$ cat config.mk
export PLATFORM = sky130hd
export DESIGN_NAME = ram_arbiter
export DESIGN_NICKNAME = d
export VERILOG_FILES = /design/src/rtl/ram_pkg.sv /design/src/rtl/rr_arb2.sv /design/src/rtl/ram_arbiter.sv
export SDC_FILE = /design/constraint.sdc
export NUM_CORES = 1
export LEC_CHECK = 0
export ABC_AREA = 1
export CAP_MARGIN = 20
export CORE_MARGIN = 2
export CORE_UTILIZATION = 40
export CTS_BUF_LIST = sky130_fd_sc_hd__clkbuf_16
export CTS_CLUSTER_SIZE = 40
export DETAILED_ROUTE_END_ITERATION = 12
export PLACE_DENSITY = 0.75
export RECOVER_POWER = 100
export SLEW_MARGIN = 40
export SYNTH_ARGS = -nofsm -noshare
export SYNTH_HDL_FRONTEND = slang
export SYNTH_HIERARCHICAL = 1
export SYNTH_SLANG_ARGS = --single-unit
export TNS_END_PERCENT = 50
$ cat constraint.sdc
create_clock -name clk -period 3 [get_ports clk]
set_input_delay 0.45 -clock clk [delete_from_list [all_inputs] [get_ports clk]]
set_output_delay 0.45 -clock clk [all_outputs]
set_load 0.02 [all_outputs]
$ cat src/rtl/ram_pkg.sv
// Shared definitions for the RAM arbiter slice.
//   DEFAULT_DATA_WIDTH / DEFAULT_ADDR_WIDTH : default RAM word and address widths
//   state_t                                 : arbiter FSM state encoding
//   LAST_GRANT_RESET                        : last_grant value after reset, so req0
//                                             wins the first tie
package ram_pkg;

    localparam int DEFAULT_DATA_WIDTH = 16;
    localparam int DEFAULT_ADDR_WIDTH = 10;

    typedef enum logic [1:0] {
        ST_IDLE  = 2'd0,
        ST_ISSUE = 2'd1,
        ST_READ  = 2'd2
    } state_t;

    localparam logic LAST_GRANT_RESET = 1'b1;

endpackage

$ cat src/rtl/rr_arb2.sv
// Combinational 2-way round-robin pick.
//   valid0, valid1 : pending requests
//   last_grant     : requester granted most recently
//   gnt_valid      : at least one requester is pending
//   gnt_id         : winner; on a tie the requester not granted last wins
module rr_arb2 (
    input  logic valid0,
    input  logic valid1,
    input  logic last_grant,
    output logic gnt_valid,
    output logic gnt_id
);

    always_comb begin
        gnt_valid = valid0 | valid1;
        if (valid0 && valid1) begin
            gnt_id = ~last_grant;
        end else begin
            gnt_id = valid1;
        end
    end

endmodule

$ cat src/rtl/ram_arbiter.sv
// Two-requester arbiter in front of a single-port RAM with a registered read.
//   clk, reset                : clock, synchronous active-high reset
//   reqN_valid/we/addr/wdata  : request from requester N (held until ready)
//   reqN_ready                : accept strobe, only in IDLE for the winner
//   reqN_rvalid/rdata         : one-cycle read return to the request owner
//   ram_addr/ram_data/ram_we  : shared RAM port, driven from latched request
//   ram_q                     : RAM read data, valid one cycle after address
module ram_arbiter
    import ram_pkg::*;
#(
    parameter int DATA_WIDTH = DEFAULT_DATA_WIDTH,
    parameter int ADDR_WIDTH = DEFAULT_ADDR_WIDTH
) (
    input  logic                  clk,
    input  logic                  reset,
    input  logic                  req0_valid,
    input  logic                  req0_we,
    input  logic [ADDR_WIDTH-1:0] req0_addr,
    input  logic [DATA_WIDTH-1:0] req0_wdata,
    output logic                  req0_ready,
    output logic                  req0_rvalid,
    output logic [DATA_WIDTH-1:0] req0_rdata,
    input  logic                  req1_valid,
    input  logic                  req1_we,
    input  logic [ADDR_WIDTH-1:0] req1_addr,
    input  logic [DATA_WIDTH-1:0] req1_wdata,
    output logic                  req1_ready,
    output logic                  req1_rvalid,
    output logic [DATA_WIDTH-1:0] req1_rdata,
    output logic [ADDR_WIDTH-1:0] ram_addr,
    output logic [DATA_WIDTH-1:0] ram_data,
    output logic                  ram_we,
    input  logic [DATA_WIDTH-1:0] ram_q
);

    state_t                  state;
    state_t                  state_next;
    logic                    last_grant;
    logic                    gnt_valid;
    logic                    gnt_id;
    logic                    accept;

    logic                    req_we_p0;
    logic [ADDR_WIDTH-1:0]   req_addr_p0;
    logic [DATA_WIDTH-1:0]   req_wdata_p0;
    logic                    owner_p0;

    rr_arb2 u_rr_arb2 (
        .valid0     (req0_valid),
        .valid1     (req1_valid),
        .last_grant (last_grant),
        .gnt_valid  (gnt_valid),
        .gnt_id     (gnt_id)
    );

    always_ff @(posedge clk) begin
        if (reset) begin
            state <= ST_IDLE;
        end else begin
            state <= state_next;
        end
    end

    // ram_we and ready are qualified with reset so that an access caught in
    // ISSUE by reset never reaches the RAM and nothing is accepted in reset.
    always_comb begin
        state_next = state;
        accept     = 1'b0;
        req0_ready = 1'b0;
        req1_ready = 1'b0;
        ram_we     = 1'b0;
        case (state)
            ST_IDLE: begin
                if (gnt_valid && !reset) begin
                    accept     = 1'b1;
                    req0_ready = ~gnt_id;
                    req1_ready = gnt_id;
                    state_next = ST_ISSUE;
                end
            end
            ST_ISSUE: begin
                ram_we     = req_we_p0 & ~reset;
                state_next = req_we_p0 ? ST_IDLE : ST_READ;
            end
            ST_READ: begin
                state_next = ST_IDLE;
            end
            default: begin
                state_next = ST_IDLE;
            end
        endcase
    end

    // Stage p0: request latched at the handshake; drives the RAM port in ISSUE
    // and keeps it unchanged afterwards until the next accepted request.
    always_ff @(posedge clk) begin
        if (reset) begin
            req_we_p0    <= 1'b0;
            req_addr_p0  <= '0;
            req_wdata_p0 <= '0;
            owner_p0     <= 1'b0;
            last_grant   <= LAST_GRANT_RESET;
        end else if (accept) begin
            req_we_p0    <= gnt_id ? req1_we    : req0_we;
            req_addr_p0  <= gnt_id ? req1_addr  : req0_addr;
            req_wdata_p0 <= gnt_id ? req1_wdata : req0_wdata;
            owner_p0     <= gnt_id;
            last_grant   <= gnt_id;
        end
    end

    assign ram_addr = req_addr_p0;
    assign ram_data = req_wdata_p0;

    // Stage p1: RAM read data captured in READ for the owner only; the other
    // requester's rdata register is left untouched.
    always_ff @(posedge clk) begin
        if (reset) begin
            req0_rvalid <= 1'b0;
            req1_rvalid <= 1'b0;
            req0_rdata  <= '0;
            req1_rdata  <= '0;
        end else begin
            req0_rvalid <= 1'b0;
            req1_rvalid <= 1'b0;
            if (state == ST_READ) begin
                if (owner_p0) begin
                    req1_rdata  <= ram_q;
                    req1_rvalid <= 1'b1;
                end else begin
                    req0_rdata  <= ram_q;
                    req0_rvalid <= 1'b1;
                end
            end
        end
    end

endmodule

==> flow_summary.json, run 1 <==
{
  "p_total_mw": 2.342,
  "dpl_cell_area_sq_um": 4335,
  "fin_area_sq_um": 4573,
  "port_buffers": 136,
  "critical_path_class": "in -> out",
  "cts_made_buffers": 9,
  "drv_slew": 0,
  "io_pins": 137,
  "drive_gt1_share_pct": 4.209,
  "post_cts_buffers": 0,
  "gp_congestion": 0.7694,
  "fillers": 658,
  "core.rowCount": 31,
  "synth_edf_count": 0,
  "drc_errors": 0,
  "setup.worst_path.end_class": "primary output",
  "grt.met2_usage_pct": 36.69,
  "die-area_sq_um": 8193,
  "cts_tree": "done",
  "setup_tns_ps": 0,
  "synth_cells": 464,
  "critPathArrivalTime_ps": 2320,
  "grt_pass1_wl_microns": 13520,
  "start_util_pct": 41.28,
  "rsz0062_at_grt": "false",
  "grt_max_degree": 56,
  "hold_path_class": "reg -> reg",
  "stdcell_count": 693,
  "skew_ps": 4.419,
  "use_met3_pct": 4.841,
  "crit_path_start_kind": "input pin",
  "num_vias": 3079,
  "fp.coreArea_sq_um": 7253,
  "yosys-top-cells-count": "nand2_1, nor2_1, dfxtp_1",
  "synth_area_leader_cell": "dfxtp_1",
  "cts_buffer_depth": 2,
  "diodes": 0,
  "drtAntennaViolNets": 0,
  "synth_top_area_share_pct": 43.46,
  "post_synth_instance_area_sq_um": 2994,
  "status": "finished clean",
  "fp.dieW_microns": 90.52,
  "hold_buffers": 0,
  "avgSynthCellArea_sq_um": 6.453,
  "ys_seq_area_share_pct": 43.46,
  "use_met1_pct": 21.98,
  "path_max_fanout": 28,
  "yosys.cell_count.top_type": "nand2_1",
  "cts_sinks": 65,
  "ys.flop_type": "dfxtp_1",
  "syn2layout_area_growth_pct": 52.74,
  "synth-adder-area-share_pct": 0,
  "wl_per_cell_microns": 11.58,
  "hold_viol": 0,
  "routed_wl_microns": 8024,
  "synth.net_count": 538,
  "min_period_over_period_pct": 92.19,
  "ys.warnings.count": 6,
  "cts-root-buf": "clkbuf_16",
  "grt_overflow": 0,
  "synth_compound_area_share_pct": 2.842,
  "post_cts_resized": 0,
  "synth_cell_types": 18,
  "maxCapViolCount": 0,
  "placed_cells": 678,
  "via_per_inst": 4.443,
  "antenna_found_initial": 0,
  "synth-seq-cells": 65,
  "slew_headroom_pct": 22.43,
  "p_leak_nw": 2.331,
  "powerDensity_nw_per_um2": 512.0,
  "htreeDepth": 3,
  "synthTopCellsByArea": "dfxtp_1, nand2_1, nor2_1",
  "synth-xor-area-share_pct": 0,
  "grt_use_total_pct": 20.08,
  "crit_required_ps": 2550,
  "report.final.setup_viol": 0,
  "fmaxAchievable_ghz": 0.3616,
  "dr.pass1.iters": 4,
  "yosys.area_share.simple_pct": 41.37,
  "drt-initial-drc-count": 118,
  "worst_pin_slew_ps": 1160,
  "synth_top_family_by_area": "simple AND/OR/NAND/NOR gates",
  "detailed_place_hpwl_microns": 5801,
  "fin_nets": 664,
  "synth.mux.area_fraction_pct": 0,
  "clk_pin_slew_ps": 50,
  "ir_worst_vdd_uv": 291.6,
  "busiest_layer": "met2",
  "async_flop_share_pct": 0,
  "final_period_minus_worst_setup_slack_ps": 2766,
  "die_y_microns": 90.52,
  "grt_pass1_vias": 2967,
  "clk_latency_ps": 320
}
[state kept, by name (all words and copies together) (netlist names)]
signal / flops
state: 2
req0_rvalid: 1
req1_rdata: 16
req0_rdata: 16
ram_addr: 10
owner_p0: 1
ram_data: 16
req_we_p0: 1
req1_rvalid: 1
last_grant: 1
[critical path, cell delays in order]
cell             delay (ps)
dlygate4sd3_1           560
a21oi_2                  80
inv_2                   350
nand3_1                 170
inv_1                   100
clkdlybuf4s50_1         600
[per-layer routing]
layer / wire [microns] / vias to the layer above
li1: - / 1638
met1: 3407 / 1347
met2: 3993 / 79
met3: 426 / 15
met4: 197 / 0
met5: 0 / -
[placed cells by master, fill, tap and decap left out]
cell,n
a21oi_1,16
a21oi_2,1
buf_4,3
clkbuf_1,1
clkbuf_16,9
clkdlybuf4s50_1,73
clkinv_2,4
clkinv_4,1
clkinvlp_4,1
dfxtp_1,65
dlygate4sd3_1,63
inv_1,48
inv_2,3
nand2_1,189
nand2_2,1
nand3_1,2
nand3_4,1
nand3b_1,1
nand4_1,16
nor2_1,92
nor2_2,1
nor3_1,2
or2_0,1
[kinds of logic (layout without fill, tap and decap cells)]
group                  after synthesis  after routing
AO/OA/AOI/OAI                       17             17
buffers and inverters               76            206
flip-flops                          65             65
AND/OR/NAND/NOR                    306            306
[worst paths after layout]
path | startpoint | to | slack, ps | cells after the start
worst min register to register | req_we_p0 | state[1] | 450 | 1
worst min-delay path | req_we_p0 | state[1] | 450 | 1
worst max register to register | owner_p0 | req0_rdata[15] | 920 | 4
worst max-delay path | req0_valid | req0_ready | 230 | 6
[final cells by class]
class | instances | area [sq um] | share of cell area (%)
timing repair buffer | 140 | 1388 | 30.34
multi-input combinational | 323 | 1308 | 28.59
sequential | 65 | 1301 | 28.45
clock buffer | 9 | 225.2 | 4.925
inverter | 51 | 191.4 | 4.186
tap | 99 | 123.9 | 2.709
clock inverter | 6 | 36.28 | 0.7934
[per-stage QoR]
step / setup slack (ps) / utilization, % / hold slack [ps]
finish: 234.3 / 63.05 / 446.4
global route: 97.70 / 63.05 / 464.0
CTS: 304.8 / 63.38 / 439.5
detailed placement: 304.8 / 59.77 / 422.9
global placement: 350.1 / 59.77 / 428.8
floorplan: 1369 / - / 398.7
[where the power goes]
group / leakage, nW / switching (mW) / internal [mW]
Sequential: 0.531 / 0.0332 / 0.919
Combinational: 1.67 / 0.258 / 0.219
Clock: 0.131 / 0.365 / 0.548
Power figures use the tool's default switching activity.
==> run 2, diff against run 1 <==
CORE_UTILIZATION = 35   (was 40)
PLACE_DENSITY = 0.67   (was 0.75)
==> run 2 against run 1 <==
Wire length shrank 0.56%. Register-to-register slack improved by 20 ps. Clock-buffer cell count stayed put. Worst hold slack worse by 6.2 ps. Largest cell class unchanged. Largest power group is now clock.
==> flow_summary.json, run 2 (synthesis results as in run 1) <==
{
  "p_leak_nw": 2.366,
  "critPathArrivalTime_ps": 2290,
  "antenna_found_initial": 0,
  "min_path_cells": 1,
  "fp.coreArea_sq_um": 8258,
  "gp_congestion": 0.7659,
  "status": "finished clean",
  "report.final.setup_viol": 0,
  "fmaxAchievable_ghz": 0.3652,
  "die-area_sq_um": 9310,
  "post_cts_buffers": 0,
  "crit_required_ps": 2550,
  "r2r-start": "owner_p0",
  "reg2reg_depth": 3,
  "hold_path_class": "reg -> reg",
  "path_delay_family": "buffers and inverters",
  "fin_nets": 664,
  "stdcell_count": 700,
  "hold_viol": 0,
  "busiest_layer": "met2",
  "rsz0062_at_grt": "false",
  "final_common_cell": "nand2_1",
  "min_period_over_period_pct": 91.28,
  "r2r_slack_ps": 940,
  "setup.worst_path.end_class": "primary output",
  "io_pins": 137,
  "grt.met2_usage_pct": 29.46,
  "p_clk_share_pct": 44.2,
  "drtAntennaViolNets": 0,
  "die_y_microns": 96.49,
  "syn2layout_area_growth_pct": 55.08,
  "grt_pass1_wl_microns": 12960,
  "clk_latency_ps": 320,
  "grt_use_total_pct": 17.84,
  "critical_path_class": "in -> out",
  "crit_end": "req1_ready",
  "swShare_pct": 26.75,
  "placed_cells": 684,
  "ir_worst_vdd_uv": 281.0,
  "drive_gt1_share_pct": 4.370,
  "cp_num_buf_inv": 4,
  "worst_pin_slew_ps": 1163,
  "num_vias": 3122,
  "cts_tree": "done",
  "crit_chain": "dlygate4sd3_1 > clkinv_1 > nand2_1 > nor2_1 > nand2_1 > inv_1 > dlygate4sd3_1",
  "final_cell_mix": "nand2_1, nor2_1, clkdlybuf4s50_1",
  "detailed_place_hpwl_microns": 5780,
  "crit_start": "reset",
  "cts_made_buffers": 9,
  "core.rowCount": 33,
  "skew_ps": 5.435,
  "r2r_end": "req0_rdata[7]",
  "routed_wl_microns": 7979,
  "p_seq_share_pct": 37.2,
  "powerDensity_nw_per_um2": 550.1,
  "dpl_cell_area_sq_um": 4343,
  "final_period_minus_worst_setup_slack_ps": 2738,
  "use_met3_pct": 5.431,
  "dr.pass1.iters": 4,
  "use_met1_pct": 21.34,
  "wl_per_cell_microns": 11.40,
  "slowest_delay_ps": 680,
  "p_total_mw": 2.554,
  "slew_headroom_pct": 22.24,
  "drt-initial-drc-count": 96,
  "cts_sinks": 65,
  "power.share.combinational_pct": 18.6,
  "htreeDepth": 3,
  "fp.dieW_microns": 96.49,
  "setup_tns_ps": 0,
  "fin_area_sq_um": 4643,
  "path_depth": 7,
  "port_buffers": 136,
  "start_util_pct": 36.26,
  "cts-root-buf": "clkbuf_16",
  "drv_slew": 0,
  "slowest_stage": "dlygate4sd3_1",
  "post_cts_resized": 0,
  "via_per_inst": 4.460,
  "grt_pass1_vias": 2899,
  "crit_path_start_kind": "input pin",
  "grt_overflow": 0,
  "utilization_pct": 56.23,
  "maxCapViolCount": 0,
  "hold_buffers": 0,
  "path_max_fanout": 9,
  "clk_pin_slew_ps": 60,
  "internal-power_mw": 1.871,
  "diodes": 0,
  "p_sw_uw": 683.2,
  "grt_max_degree": 56,
  "cts_buffer_depth": 2,
  "drc_errors": 0
}
==> run 2: cell type report <==
cell class                 count  area, sq um
clock buffer                   9        225.2
multi-input combinational    323         1303
fill                         794         3615
tap                          105        131.4
timing repair buffer         140         1389
sequential                    65         1301
clock inverter                 7        102.6
inverter                      51        191.4
==> run 2: per-layer routing <==
layer / part of all wire, % / wire [microns]
met5: 0 / 0
met4: 1.8 / 144
met3: 8.4 / 667
met2: 44 / 3550
met1: 45 / 3616
==> run 2: power groups by stage <==
stage	clock network, mW	registers (mW)	logic, mW
after floorplan	0	1.02	0.220
after global placement	0	0.969	0.497
after detailed placement	0	0.971	0.501
after CTS	1.16	0.953	0.504
after global routing	1.20	0.957	0.532
final	1.13	0.950	0.476
==> run 2: through the flow <==
stage	worst slack (ps)	hold slack [ps]
floorplan	1369	398.7
global placement	370.1	421.3
finish	261.7	440.2
CTS	351.7	445.2
detailed placement	359.0	434.3
global route	129.8	455.8
==> run 2: worst min-delay path by stage <==
stage / to / from / slack, ps
final: state[1] / req_we_p0 / 440
after global routing: state[1] / req_we_p0 / 460
after CTS: state[1] / req_we_p0 / 450
after detailed placement: state[1] / req_we_p0 / 430
after global placement: state[1] / req_we_p0 / 420
after floorplan: state[1] / req_we_p0 / 400
==> run 2: worst reg2reg max path: cells and delay by family, from the launching register on <==
family | cells | cell delay, ps
AND/OR/NAND/NOR | 3 | 1430
flip-flops | 1 | 520
